`src/rtl/alu_sched_pkg.sv`:
```
// Shared definitions for the round-robin ALU scheduler: opcode encoding,
// FSM states and the carry-qualifying helper.
package alu_sched_pkg;

    localparam logic [2:0] OP_AND  = 3'd0;
    localparam logic [2:0] OP_OR   = 3'd1;
    localparam logic [2:0] OP_XOR  = 3'd2;
    localparam logic [2:0] OP_ADD  = 3'd3;
    localparam logic [2:0] OP_SUB  = 3'd4;
    localparam logic [2:0] OP_SHR  = 3'd5;
    localparam logic [2:0] OP_SHL  = 3'd6;
    localparam logic [2:0] OP_ADD2 = 3'd7;

    typedef enum logic [1:0] {
        IDLE = 2'd0,
        EXEC = 2'd1,
        RESP = 2'd2
    } state_t;

    // Only the arithmetic ops produce a meaningful carry/borrow.
    function automatic logic op_has_carry(input logic [2:0] op);
        return (op == OP_ADD) || (op == OP_SUB) || (op == OP_ADD2);
    endfunction

endpackage

```
`src/rtl/alu_rr_scheduler_arbiter.sv`:
```
// Two-way round-robin grant: a lone requester always wins, a tie goes to
// the side named by the priority pointer.
module rr_arbiter2 (
    input  logic [1:0] valid,
    input  logic       ptr,
    output logic [1:0] grant
);

    always_comb begin
        grant = valid;
        if (&valid) begin
            grant = ptr ? 2'b10 : 2'b01;
        end
    end

endmodule

```
`src/rtl/alu_rr_scheduler.sv`:
```
// Shares one external combinational ALU between two requesters; each op is
// latched, executed for one cycle and returned on a tagged response channel.
//
//   state | meaning
//   IDLE  | waiting for a request; ready shown to the granted port
//   EXEC  | latched operands drive the ALU; result captured at the edge
//   RESP  | response held until rsp_ready, then pointer moves past winner
module alu_rr_scheduler
    import alu_sched_pkg::*;
#(
    parameter int N   = 4,
    parameter int OPW = 3
) (
    input  logic           clk,
    input  logic           rst_n,

    input  logic           req0_valid,
    output logic           req0_ready,
    input  logic [N-1:0]   req0_a,
    input  logic [N-1:0]   req0_b,
    input  logic [OPW-1:0] req0_op,
    input  logic           req0_cin,

    input  logic           req1_valid,
    output logic           req1_ready,
    input  logic [N-1:0]   req1_a,
    input  logic [N-1:0]   req1_b,
    input  logic [OPW-1:0] req1_op,
    input  logic           req1_cin,

    output logic [N-1:0]   alu_a,
    output logic [N-1:0]   alu_b,
    output logic [OPW-1:0] alu_select,
    output logic           alu_cin,
    input  logic [N-1:0]   alu_s,
    input  logic           alu_cout,

    output logic           rsp_valid,
    input  logic           rsp_ready,
    output logic           rsp_id,
    output logic [N-1:0]   rsp_s,
    output logic           rsp_cout,
    output logic           rsp_zero
);

    state_t         state_q, state_d;
    logic           ptr_q;
    logic [1:0]     grant;
    logic           accept;

    logic [N-1:0]   a_q, b_q;
    logic [OPW-1:0] op_q;
    logic           cin_q;
    logic           id_q;

    logic [N-1:0]   s_q;
    logic           cout_q;
    logic           zero_q;

    rr_arbiter2 u_arb (
        .valid (  {req1_valid, req0_valid}),
        .ptr   (ptr_q),
        .grant (grant)
    );

    always_comb begin
        state_d = state_q;
        accept  = 1'b0;
        case (state_q)
            IDLE: begin
                if (|grant) begin
                    accept  = 1'b1;
                    state_d = EXEC;
                end
            end
            EXEC:    state_d = RESP;
            RESP: begin
                if (rsp_ready) begin
                    state_d = IDLE;
                end
            end
            default: state_d = IDLE;
        endcase
    end

    // Gated by rst_n so a requester held valid through reset never sees ready.
    assign req0_ready = accept & grant[0] & rst_n;
    assign req1_ready = accept & grant[1] & rst_n;

    always_ff @(posedge clk or negedge rst_n) begin
        if (!rst_n) begin
            state_q <= IDLE;
            ptr_q   <= 1'b0;
            a_q     <= '0;
            b_q     <= '0;
            op_q    <= '0;
            cin_q   <= 1'b0;
            id_q    <= 1'b0;
            s_q     <= '0;
            cout_q  <= 1'b0;
            zero_q  <= 1'b0;
        end else begin
            state_q <= state_d;
            if (accept) begin
                id_q  <= grant[1];
                a_q   <= grant[1] ? req1_a   : req0_a;
                b_q   <= grant[1] ? req1_b   : req0_b;
                op_q  <= grant[1] ? req1_op  : req0_op;
                cin_q <= grant[1] ? req1_cin : req0_cin;
            end
            if (state_q == EXEC) begin
                s_q    <= alu_s;
                zero_q <= (alu_s == '0);
                cout_q <= op_has_carry(op_q) & alu_cout;
            end
            if ((state_q == RESP) && rsp_ready) begin
                ptr_q <= ~id_q;
            end
        end
    end

    assign alu_a      = a_q;
    assign alu_b      = b_q;
    assign alu_select = op_q;
    assign alu_cin    = cin_q;

    assign rsp_valid  = (state_q == RESP);
    assign rsp_id     = id_q;
    assign rsp_s      = s_q;
    assign rsp_cout   = cout_q;
    assign rsp_zero   = zero_q;

endmodule

```
`config.mk`:
```
export PLATFORM = sky130hd
export DESIGN_NAME = alu_rr_scheduler
export DESIGN_NICKNAME = d
export VERILOG_FILES = /design/src/rtl/alu_sched_pkg.sv /design/src/rtl/alu_rr_scheduler_arbiter.sv /design/src/rtl/alu_rr_scheduler.sv
export SDC_FILE = /design/constraint.sdc
export NUM_CORES = 1
export LEC_CHECK = 0
export ABC_AREA = 1
export CORE_MARGIN = 8
export CORE_UTILIZATION = 45
export CTS_BUF_LIST = sky130_fd_sc_hd__clkbuf_8
export DETAILED_ROUTE_END_ITERATION = 10
export PLACE_DENSITY = 0.94
export SYNTH_ARGS = -nofsm -noshare
export SYNTH_HDL_FRONTEND = slang
export SYNTH_SLANG_ARGS = --single-unit
export TNS_END_PERCENT = 20
```
`constraint.sdc`:
```
create_clock -name clk -period 2.3 [get_ports clk]
set_input_delay 0.23 -clock clk [delete_from_list [all_inputs] [get_ports clk]]
set_output_delay 0.23 -clock clk [all_outputs]
set_load 0.005 [all_outputs]
```
=== Word-level counts from Yosys, hierarchy flattened ===
Cells that the tools add are included.

* Bits in latches: 0
* Memories kept: 0
* Memory bits (read-only): 0
* Bits in registers: 22
* Input bits: 34
* Output and inout port bits: 22
* Bits in writable memories: 0
* Word-level logic and storage cells: 42

* Equal/unequal tests: 7
* $add $sub $neg: 0
* Bitwise gates (word level): 6
* $lt $le $gt $ge: 0
* Reductions and logical operators: 8
* Multiply operators: 0
* Divide/modulo/power cells: 0
* Mux-type cells: 11
* Shifts and indexed selects: 0

{| class="wikitable"
|+ Operators by type and width
! cell !! number
|-
| two-way mux 2 bit || 4
|-
| two-way mux 4 bit || 2
|-
| == test 3 bit, second input constant || 2
|-
| one-hot mux 2 bit (3 select lines) || 1
|-
| AND 1 bit || 5
|-
| logical NOT 4 bit || 1
|-
| AND reduction 2 bit || 2
|-
| == test 3 x 2 -> 1 bit, second input constant || 1
|-
| two-way mux 1 bit || 3
|-
| two-way mux 3 bit || 1
|-
| == test 2 x 1 -> 1 bit, second input constant || 1
|-
| == test 2 bit, second input constant || 1
|-
| logical NOT 2 bit || 1
|-
| logical OR 1 bit || 2
|-
| inequality test 2 x 1 -> 1 bit, second input constant || 1
|-
| inequality test 2 bit, second input constant || 1
|-
| OR reduction 2 bit || 1
|-
| logical AND 1 bit || 1
|-
| inverter 1 bit || 1
|}

=== Longest topological paths before layout ===
Gate-level depths: netlist of run 1.

* Word-level depth: 7
* Mapped depth: 7
* Depth with buffers taken out: 6

=== Cells and area by module ===
A second synthesis of run 1 with hierarchy kept.

* Cell total of the unflattened synthesis: 151
* Area, all modules: 1103.6 um^2

{| class="wikitable"
|+ Modules (own cells, without submodules)
! module !! cells an instance !! instances !! seq. area each (um^2) !! area each (um^2)
|-
| alu_rr_scheduler || 146 || 1 || 550.5 || 1082.3
|-
| rr_arbiter2 || 5 || 1 || 0.0 || 21.3
|}

=== Worst setup path after synthesis of run 1 ===
OpenSTA, ideal clock, no wires.

* Path kind: reg-to-output
* Start point: reg state_q[1]
* End point: out req1_ready
* Path buffers: 0
* Cell stages (with the launch flop): 6
* Arrival: 0.904 ns
* Data required time: 2.070 ns
* Setup slack: 1.166 ns
* Cell sequence: dfrtp_1 -> inv_1 -> nand2_2 -> nor2_8 -> nand3_1 -> nor2_1

* Word-level cells in the longest chain between the ends: 4

{| class="wikitable"
|+ RTL lines
! item !! line !! RTL
|-
| from (decl) || alu_rr_scheduler.sv:46 || <nowiki>state_t state_q, state_d;</nowiki>
|-
| from (signal assigned) || alu_rr_scheduler.sv:103 || <nowiki>state_q <= state_d;</nowiki>
|-
| logical NOT 2 bit || alu_rr_scheduler.sv:69 || <nowiki>case (state_q)</nowiki>
|-
| two-way mux 1 bit || alu_rr_scheduler.sv:69 ||
|-
| AND 1 bit (2 in a row) || alu_rr_scheduler.sv:88 || <nowiki>assign req1_ready = accept & grant[1] & rst_n;</nowiki>
|-
| to (decl) || alu_rr_scheduler.sv:25 || <nowiki>output logic req1_ready,</nowiki>
|}

Every way passes these cells.

=== Worst setup path in the final report of run 1 ===
* Start point: in req1_valid
* End point: out req1_ready

* Word-level cells in the longest chain between the ends: 7

{| class="wikitable"
|+ RTL lines
! item !! line !! RTL
|-
| from (decl) || alu_rr_scheduler.sv:24 || <nowiki>input logic req1_valid,</nowiki>
|-
| AND reduction 2 bit || alu_rr_scheduler_arbiter.sv:11 || <nowiki>if (&valid) begin</nowiki>
|-
| two-way mux 2 bit * || alu_rr_scheduler_arbiter.sv:11 ||
|-
| OR reduction 2 bit || alu_rr_scheduler.sv:71 || <nowiki>if (|grant) begin</nowiki>
|-
| two-way mux 1 bit || alu_rr_scheduler.sv:71 ||
|-
| two-way mux 1 bit || alu_rr_scheduler.sv:69 ||
|-
| AND 1 bit * (2 in a row) || alu_rr_scheduler.sv:88 ||
|}

Mark *: on every way between the ends. The rest lies on a longest branch, timed or not.

==> impl_metrics.env, run 1 <==
export IMPL_status="completed"
export IMPL_p_leak_nw=0.949
export IMPL_clk_path_buf_depth=2
export IMPL_antenna_cells=0
export IMPL_setup_viol=0
export IMPL_ir_drop_mv=0.861
export IMPL_slowest_stage="clkdlybuf4s50_1"
export IMPL_vias_per_cell=4.58
export IMPL_cp_cell_sequence="clkdlybuf4s50_1 -> nor2_4 -> nor2_8 -> nand3_1 -> nor2_1 -> clkdlybuf4s50_1"
export IMPL_htree_levels=1
export IMPL_die_height_um=67.4
export IMPL_slowest_delay_ns=0.58
export IMPL_yosysUniqueCellTypes=16
export IMPL_maxCapViolCount=0
export IMPL_dp_cells=242
export IMPL_drive_gt1_frac=0.0787
export IMPL_period_minus_slack_ns=1.91
export IMPL_ios=56
export IMPL_skew_ns=0.00249
export IMPL_critPathLaunchType="input port"
export IMPL_rows=18
export IMPL_p_per_area_nw_per_um2=1100
export IMPL_setup_tns_final_ns=0
export IMPL_critical_path_class="in -> out"
export IMPL_max_slew_margin=0.701
export IMPL_hold_class="in -> async"
export IMPL_period_share=0.830
export IMPL_reg2regPathDepth=7
export IMPL_path_clk_slew_ns=0.08
export IMPL_grt_overflow_total=0
export IMPL_avgSynthCellArea_sq_um=7.47
export IMPL_ys_warn_count=0
export IMPL_worst_r2r_setup_slack_ns=0.89
export IMPL_synth_cells=159
export IMPL_rsz0062_at_grt="no"
export IMPL_io_buffers=55
export IMPL_antenna_found_initial=0
export IMPL_cts_root_buf="clkbuf_8"
export IMPL_syn2layout_area_growth_pct=53.4
export IMPL_ys_seq_elements=22
export IMPL_drc=0
export IMPL_timing_fmax_mhz=524
export IMPL_grt_max_degree=23
export IMPL_syn_area_sq_um=1190
export IMPL_dr_pass1_iters=4
export IMPL_final_max_slew_viol_count=0
export IMPL_dpl_hpwl_um=2450
export IMPL_detail_route_antenna_nets=0
export IMPL_core_region_area_sq_um=2500
export IMPL_reg2reg_from="ptr_q$_DFFE_PN0P_"
export IMPL_die_area_sq_um=4540
export IMPL_stdcell_count=246
export IMPL_cts_sinks=22
export IMPL_die_x_um=67.4
export IMPL_syn_num_nets=193
export IMPL_fin_area_sq_um=1820
export IMPL_synth_seq_area_share=0.464
export IMPL_finalWirelength_um=3100
export IMPL_nets=251
export IMPL_holdBufCountCts=0
export IMPL_drtIter0Drc=38
export IMPL_final_util=0.729
export IMPL_clk_latency_ns=0.26
export IMPL_ctsResizeCount=0
export IMPL_power_w=0.00201
export IMPL_crit_top_cell="clkdlybuf4s50_1"
export IMPL_cts_buffers=3
export IMPL_hold_viol=0
export IMPL_r2r_end="alu_b[0]$_DFFE_PN0P_"
export IMPL_postPlaceCellArea_sq_um=1750
export IMPL_routabilityCongestion=0.750
export IMPL_grtUsageTotal=0.139
export IMPL_num_vias=1127
export IMPL_wl_per_cell_um=12.6
export IMPL_cp_required_ns=2.07
export IMPL_grt_pass1_vias=1099
export IMPL_worstPathMaxFanout=4
export IMPL_start_util=0.475
export IMPL_critPathCaptureType="primary output"
export IMPL_cts_setup_buffers=0
export IMPL_cts_tree="built"
export IMPL_worstMarginPinSlew_ns=0.447
export IMPL_final_cell_mix="55 x nand2_1, 55 x clkdlybuf4s50_1, 31 x inv_1, 24 x nand3_1, 22 x dfrtp_1"
export IMPL_critPathArrivalTime_ns=1.68
export IMPL_grt_pass1_wl_um=4930
worst max-delay path, delay by kind of cell:
family                 cells  cell delay, ns
AND/OR/NAND/NOR            4            0.36
buffers and inverters      2            1.08
sequential cells by signal, indices dropped and copies added (netlist names):
name	flops
rsp_id	1
ptr_q	1
alu_select	3
alu_cin	1
rsp_zero	1
rsp_s	4
rsp_cout	1
state_q	2
alu_a	4
alu_b	4
synthesized netlist by cell type, drive strengths merged:
cell type	instances	area (sq um)
buf	6	55.1
nand3	26	140
nand2	57	219
nor3	2	10.0
inv	33	126
a21oi	1	5.00
nor2	8	61.3
o21ai	4	20.0
dfrtp	22	551
report_power, final:
| part | switching (W) | internal, W |
|---|---|---|
| sequential | 0.000109 | 0.000574 |
| combinational | 0.000461 | 0.000510 |
| clock | 0.000122 | 0.000232 |
| total | 0.000692 | 0.00132 |
area by class of cell:
type                    instances  area [sq um]
clock buffers                   3          41.3
clock inverters                 1          30.0
fillers                       198           678
inverters                      33           126
multi-input cells              98           455
flip-flops and latches         22           551
well taps                      30          37.5
repair buffers                 59           581
kinds of logic after synthesis:
| group | after synthesis | synth area share |
|---|---|---|
| AND/OR/NAND/NOR | 93 | 0.362 |
| buffers and inverters | 39 | 0.153 |
| flip-flops | 22 | 0.464 |
| AO/OA/AOI/OAI | 5 | 0.0211 |
per-layer routing:
layer  share of wire  global-route usage
met3           0.099              0.0646
met5               0                   0
met1            0.40               0.163
met4               0              0.0131
met2            0.50               0.235
through the flow:
stage / hold slack [ns] / setup slack (ns)
2_1_floorplan: -0.0656 / 1.17
3_3_place_gp: 0.454 / 0.422
3_5_place_dp: 0.459 / 0.382
4_1_cts: 0.361 / 0.378
5_1_grt: 0.383 / 0.303
6_report: 0.350 / 0.392
how the worst max path moves through the flow:
| stage | startpoint | to | slack, ns | cells after the start |
|---|---|---|---|---|
| floorplan | state_q[1]$_DFFE_PN0P_ | req1_ready | 1.17 | 5 |
| global placement | req1_valid | req1_ready | 0.42 | 6 |
| detailed placement | req1_valid | req1_ready | 0.38 | 6 |
| CTS | req1_valid | req1_ready | 0.38 | 6 |
| global route | state_q[1]$_DFFE_PN0P_ | req1_ready | 0.30 | 6 |
| finish | req1_valid | req1_ready | 0.39 | 6 |
Power figures use the tool's default switching activity.
==> run 2: changes to the inputs <==
- CORE_UTILIZATION: 45 -> 42
- PLACE_DENSITY: 0.94 -> 0.89
- clock period: 2.3 -> 1.8 ns (I/O delays scaled with it)
==> run 2 against run 1 <==
Total power rose by 23%. Critical path type is now reg -> out. Highest routed layer is now met4. Via count rose by 1.8%. Sequential share of layout area up 0.063 points. Global-route usage is 1.1 points lower.
==> impl_metrics.env, run 2 (synthesized netlist as in run 1, its figures left out) <==
export IMPL_final_common_cell="nand2_1"
export IMPL_grt_overflow_total=0
export IMPL_period_share=0.950
export IMPL_drc=0
export IMPL_final_cell_mix="55 x nand2_1, 52 x clkdlybuf4s50_1, 31 x inv_1, 24 x nand3_1, 22 x dfrtp_1"
export IMPL_dpl_hpwl_um=2480
export IMPL_grt_pass1_vias=1192
export IMPL_critPathCaptureType="primary output"
export IMPL_wl_met3_um=278
export IMPL_dr_pass1_iters=4
export IMPL_critical_path_class="reg -> out"
export IMPL_cp_depth=4
export IMPL_num_vias=1147
export IMPL_worst_path_buf_inv=2
export IMPL_cts_root_buf="clkbuf_8"
export IMPL_core_region_area_sq_um=2710
export IMPL_dr_wl_met2_um=1570
export IMPL_final_max_slew_viol_count=0
export IMPL_slowest_stage="clkdlybuf4s50_1"
export IMPL_drive_gt1_frac=0.0829
export IMPL_reg2reg_from="ptr_q$_DFFE_PN0P_"
export IMPL_clk_path_buf_depth=2
export IMPL_stdcell_count=248
export IMPL_p_per_area_nw_per_um2=1360
export IMPL_syn2layout_area_growth_pct=53.1
export IMPL_critPathLaunchType="register"
export IMPL_reg2regPathDepth=7
export IMPL_period_minus_slack_ns=1.71
export IMPL_max_slew_margin=0.714
export IMPL_maxCapViolCount=0
export IMPL_grt_max_degree=23
export IMPL_worstSetupStartpoint="state_q[1]$_DFFE_PN0P_"
export IMPL_rows=19
export IMPL_routabilityCongestion=0.753
export IMPL_finalWirelength_um=3140
export IMPL_cp_required_ns=1.62
export IMPL_met1_length_um=1240
export IMPL_htree_levels=1
export IMPL_status="completed"
export IMPL_antenna_cells=0
export IMPL_hold_viol=0
export IMPL_cp_cell_sequence="inv_1 -> nand2_2 -> nor3_1 -> clkdlybuf4s50_1"
export IMPL_nets=252
export IMPL_hold_class="in -> async"
export IMPL_holdBufCountCts=0
export IMPL_path_clk_slew_ns=0.08
export IMPL_slowest_delay_ns=0.53
export IMPL_grt_pass1_wl_um=5200
export IMPL_setup_viol=0
export IMPL_start_util=0.438
export IMPL_grtUsageTotal=0.128
export IMPL_final_util=0.671
export IMPL_io_buffers=55
export IMPL_clk_latency_ns=0.26
export IMPL_crit_family="buffers and inverters"
export IMPL_dp_cells=243
export IMPL_worstPathMaxFanout=2
export IMPL_routed_top_layer="met4"
export IMPL_drtIter0Drc=42
export IMPL_cts_tree="built"
export IMPL_worstMarginPinSlew_ns=0.427
export IMPL_timing_fmax_mhz=585
export IMPL_critPathArrivalTime_ns=1.53
export IMPL_skew_ns=0.00433
export IMPL_antenna_found_initial=0
export IMPL_ios=56
export IMPL_ir_drop_mv=0.988
export IMPL_die_area_sq_um=4780
export IMPL_die_x_um=69.2
export IMPL_wl_per_cell_um=12.6
export IMPL_die_height_um=69.2
export IMPL_cts_sinks=22
export IMPL_detail_route_antenna_nets=0
export IMPL_vias_per_cell=4.63
export IMPL_power_w=0.00248
export IMPL_p_leak_nw=0.975
export IMPL_cts_buffers=3
export IMPL_rsz0062_at_grt="no"
[run 2: metrics by stage]
step	instance area [sq um]	TNS (ns)	setup WS, ns	hold WS, ns
detailed placement	1750	-0.00832	-0.00832	0.464
global placement	1750	0	0.0211	0.452
finish	1820	0	0.0900	0.306
floorplan	1190	0	0.716	-0.116
CTS	1810	0	0.00584	0.313
global route	1820	0	0.0334	0.340
[run 2: worst paths after layout]
kind                                              to  slack [ns]
worst min register to register  alu_b[3]$_DFFE_PN0P_        0.48
min in group clk                  rsp_id$_DFFE_PN0P_        0.38
worst max-delay path                      req0_ready        0.09
max in group asynchronous        alu_cin$_DFFE_PN0P_        1.27
worst min-delay path               ptr_q$_DFFE_PN0P_        0.31
worst max register to register   alu_cin$_DFFE_PN0P_        0.38
[run 2: cell type report]
cell class | instances | area [sq um]
Timing Repair Buffer | 60 | 592
Inverter | 33 | 126
Clock buffer | 4 | 55.1
Tap cell | 31 | 38.8
Sequential cell | 22 | 551
Fill cell | 235 | 892
Multi-Input combinational cell | 98 | 455
[run 2: power breakdown]
part	total, W	internal (W)	switching, W
Clock	0.000353	0.000195	0.000158
Combinational	0.00125	0.000662	0.000591
Sequential	0.000870	0.000733	0.000137
[run 2: what timing repair did]
| item | in CTS | in global routing |
|---|---|---|
| endpoints found under the setup margin | 1 | 1 |
| resized for setup | 1 | 2 |
| buffers inserted | 1 | 0 |
[run 2: metal layers]
metal / vias up / track usage
met5: - / 0
met4: 0 / 0.0364
met3: 4 / 0.0601
met2: 37 / 0.230
met1: 515 / 0.127
li1: 591 / -
==> run 3: changes to the inputs <==
--- a/constraint.sdc
+++ b/constraint.sdc
@@ -3,2 +3,2 @@
 set_output_delay 0.18 -clock clk [all_outputs]
-set_load 0.005 [all_outputs]
+set_load 0.05 [all_outputs]
==> run 3 against run 2 <==
Global-route usage barely moved. Critical path type unchanged. Non-clock buffer count fell by 1. Via count fell by 3.1%. Setup slack improved by 0.044 ns.
==> impl_metrics.env, run 3 (synthesized netlist as in run 1, its figures left out) <==
export IMPL_status="completed"
export IMPL_final_max_slew_viol_count=0
export IMPL_vias_per_cell=4.52
export IMPL_die_x_um=69.2
export IMPL_dr_pass1_iters=4
export IMPL_drive_gt1_frac=0.0930
export IMPL_setup_tns_final_ns=0
export IMPL_grt_max_degree=23
export IMPL_slowest_stage="clkdlybuf4s50_1"
export IMPL_critPathArrivalTime_ns=1.49
export IMPL_worstPathMaxFanout=4
export IMPL_p_leak_nw=0.947
export IMPL_nets=251
export IMPL_ir_drop_mv=1.34
export IMPL_detail_route_antenna_nets=0
export IMPL_grt_pass1_vias=1170
export IMPL_cp_cell_sequence="clkdlybuf4s50_1"
export IMPL_htree_levels=1
export IMPL_critical_path_class="reg -> out"
export IMPL_routabilityCongestion=0.768
export IMPL_finalWirelength_um=3040
export IMPL_postPlaceCellArea_sq_um=1770
export IMPL_maxCapViolCount=0
export IMPL_final_cell_mix="55 x nand2_1, 52 x clkdlybuf4s50_1, 31 x inv_1, 24 x nand3_1, 22 x dfrtp_1"
export IMPL_drtIter0Drc=68
export IMPL_core_region_area_sq_um=2710
export IMPL_cts_root_buf="clkbuf_8"
export IMPL_grtUsageTotal=0.128
export IMPL_cts_sinks=22
export IMPL_p_per_area_nw_per_um2=1750
export IMPL_ios=56
export IMPL_rows=19
export IMPL_holdBufCountCts=0
export IMPL_dpl_hpwl_um=2390
export IMPL_multi_input_area_sq_um=460
export IMPL_ctsResizeCount=0
export IMPL_antenna_found_initial=0
export IMPL_grt_overflow_total=0
export IMPL_clk_latency_ns=0.26
export IMPL_slowest_delay_ns=0.82
export IMPL_period_share=0.926
export IMPL_die_area_sq_um=4780
export IMPL_io_buffers=55
export IMPL_r2r_end="alu_b[3]$_DFFE_PN0P_"
export IMPL_hold_class="in -> async"
export IMPL_timing_fmax_mhz=600
export IMPL_hold_viol=0
export IMPL_wl_per_cell_um=12.3
export IMPL_max_slew_margin=0.650
export IMPL_path_clk_slew_ns=0.07
export IMPL_fin_area_sq_um=1820
export IMPL_cp_required_ns=1.62
export IMPL_worst_path_buf_inv=1
export IMPL_worstMarginPinSlew_ns=0.523
export IMPL_fillCellCount=235
export IMPL_num_vias=1112
export IMPL_cts_tree="built"
export IMPL_setup_viol=0
export IMPL_critPathLaunchType="register"
export IMPL_rsz0062_at_grt="no"
export IMPL_die_height_um=69.2
export IMPL_clk_path_buf_depth=2
export IMPL_antenna_cells=0
export IMPL_syn2layout_area_growth_pct=52.9
export IMPL_cts_buffers=3
export IMPL_start_util=0.438
export IMPL_final_common_cell="nand2_1"
export IMPL_reg2regPathDepth=7
export IMPL_worst_r2r_setup_slack_ns=0.54
export IMPL_period_minus_slack_ns=1.67
export IMPL_grt_pass1_wl_um=5220
export IMPL_drc=0
export IMPL_crit_family="buffers and inverters"
export IMPL_worstSetupStartpoint="alu_select[1]$_DFFE_PN0P_"
export IMPL_regArea_sq_um=551
export IMPL_skew_ns=0.00248
export IMPL_reg2reg_from="state_q[1]$_DFFE_PN0P_"
export IMPL_critPathCaptureType="primary output"
export IMPL_cts_setup_buffers=0
run 3: changes by cell type in the layout (fill, tap and decap cells not counted):
cell            delta
nor3_2             +1
nor3_1             -1
clkbuf_8           -1
dlygate4sd2_1      -1
buf_12             +2
dlymetal6s2s_1     -2
run 3: final cells by class:
type                       instances  share of cell area
sequential                        22               0.303
timing repair buffer              59               0.329
inverter                          33              0.0696
tap                               31              0.0214
clock buffer                       3              0.0227
multi-input combinational         98               0.254
run 3: report_power, final:
part	internal (W)	switching, W
clock	0.000149	0.000149
combinational	0.000664	0.00134
sequential	0.000733	0.000140
run 3: metrics by stage:
step / hold WS [ns] / cells / power [W] / util / setup slack [ns]
floorplan: -0.116 / 159 / 0.00225 / - / 0.160
global placement: 0.452 / 243 / 0.00287 / 0.655 / 0.217
detailed placement: 0.465 / 243 / 0.00291 / 0.655 / 0.196
CTS: 0.302 / 246 / 0.00321 / 0.670 / 0.132
global route: 0.315 / 246 / 0.00338 / 0.670 / 0.0693
finish: 0.295 / 246 / 0.00318 / 0.670 / 0.134
run 3: worst max-delay path by stage:
stage,to,slack [ns],cells after the start
after global placement,req1_ready,0.22,5
after global routing,alu_select[1],0.07,1
final,alu_select[1],0.13,1
after floorplan,req1_ready,0.16,5
after detailed placement,alu_select[1]$_DFFE_PN0P_,0.20,6
after CTS,alu_select[1],0.13,1
run 3: metal layers:
layer  track usage  routed length (um)  up-vias
met5             0                   0        -
met2         0.230                1480       32
li1              -                   -      587
met4        0.0410                  38        0
met1         0.127                1280      489
met3        0.0587                 229        4
run 3: worst register-to-register path, delay by kind of cell, from the launching register on:
kind,cells,cell delay (ns)
flip-flops,1,0.41
AND/OR/NAND/NOR,4,0.33
buffers and inverters,3,0.42
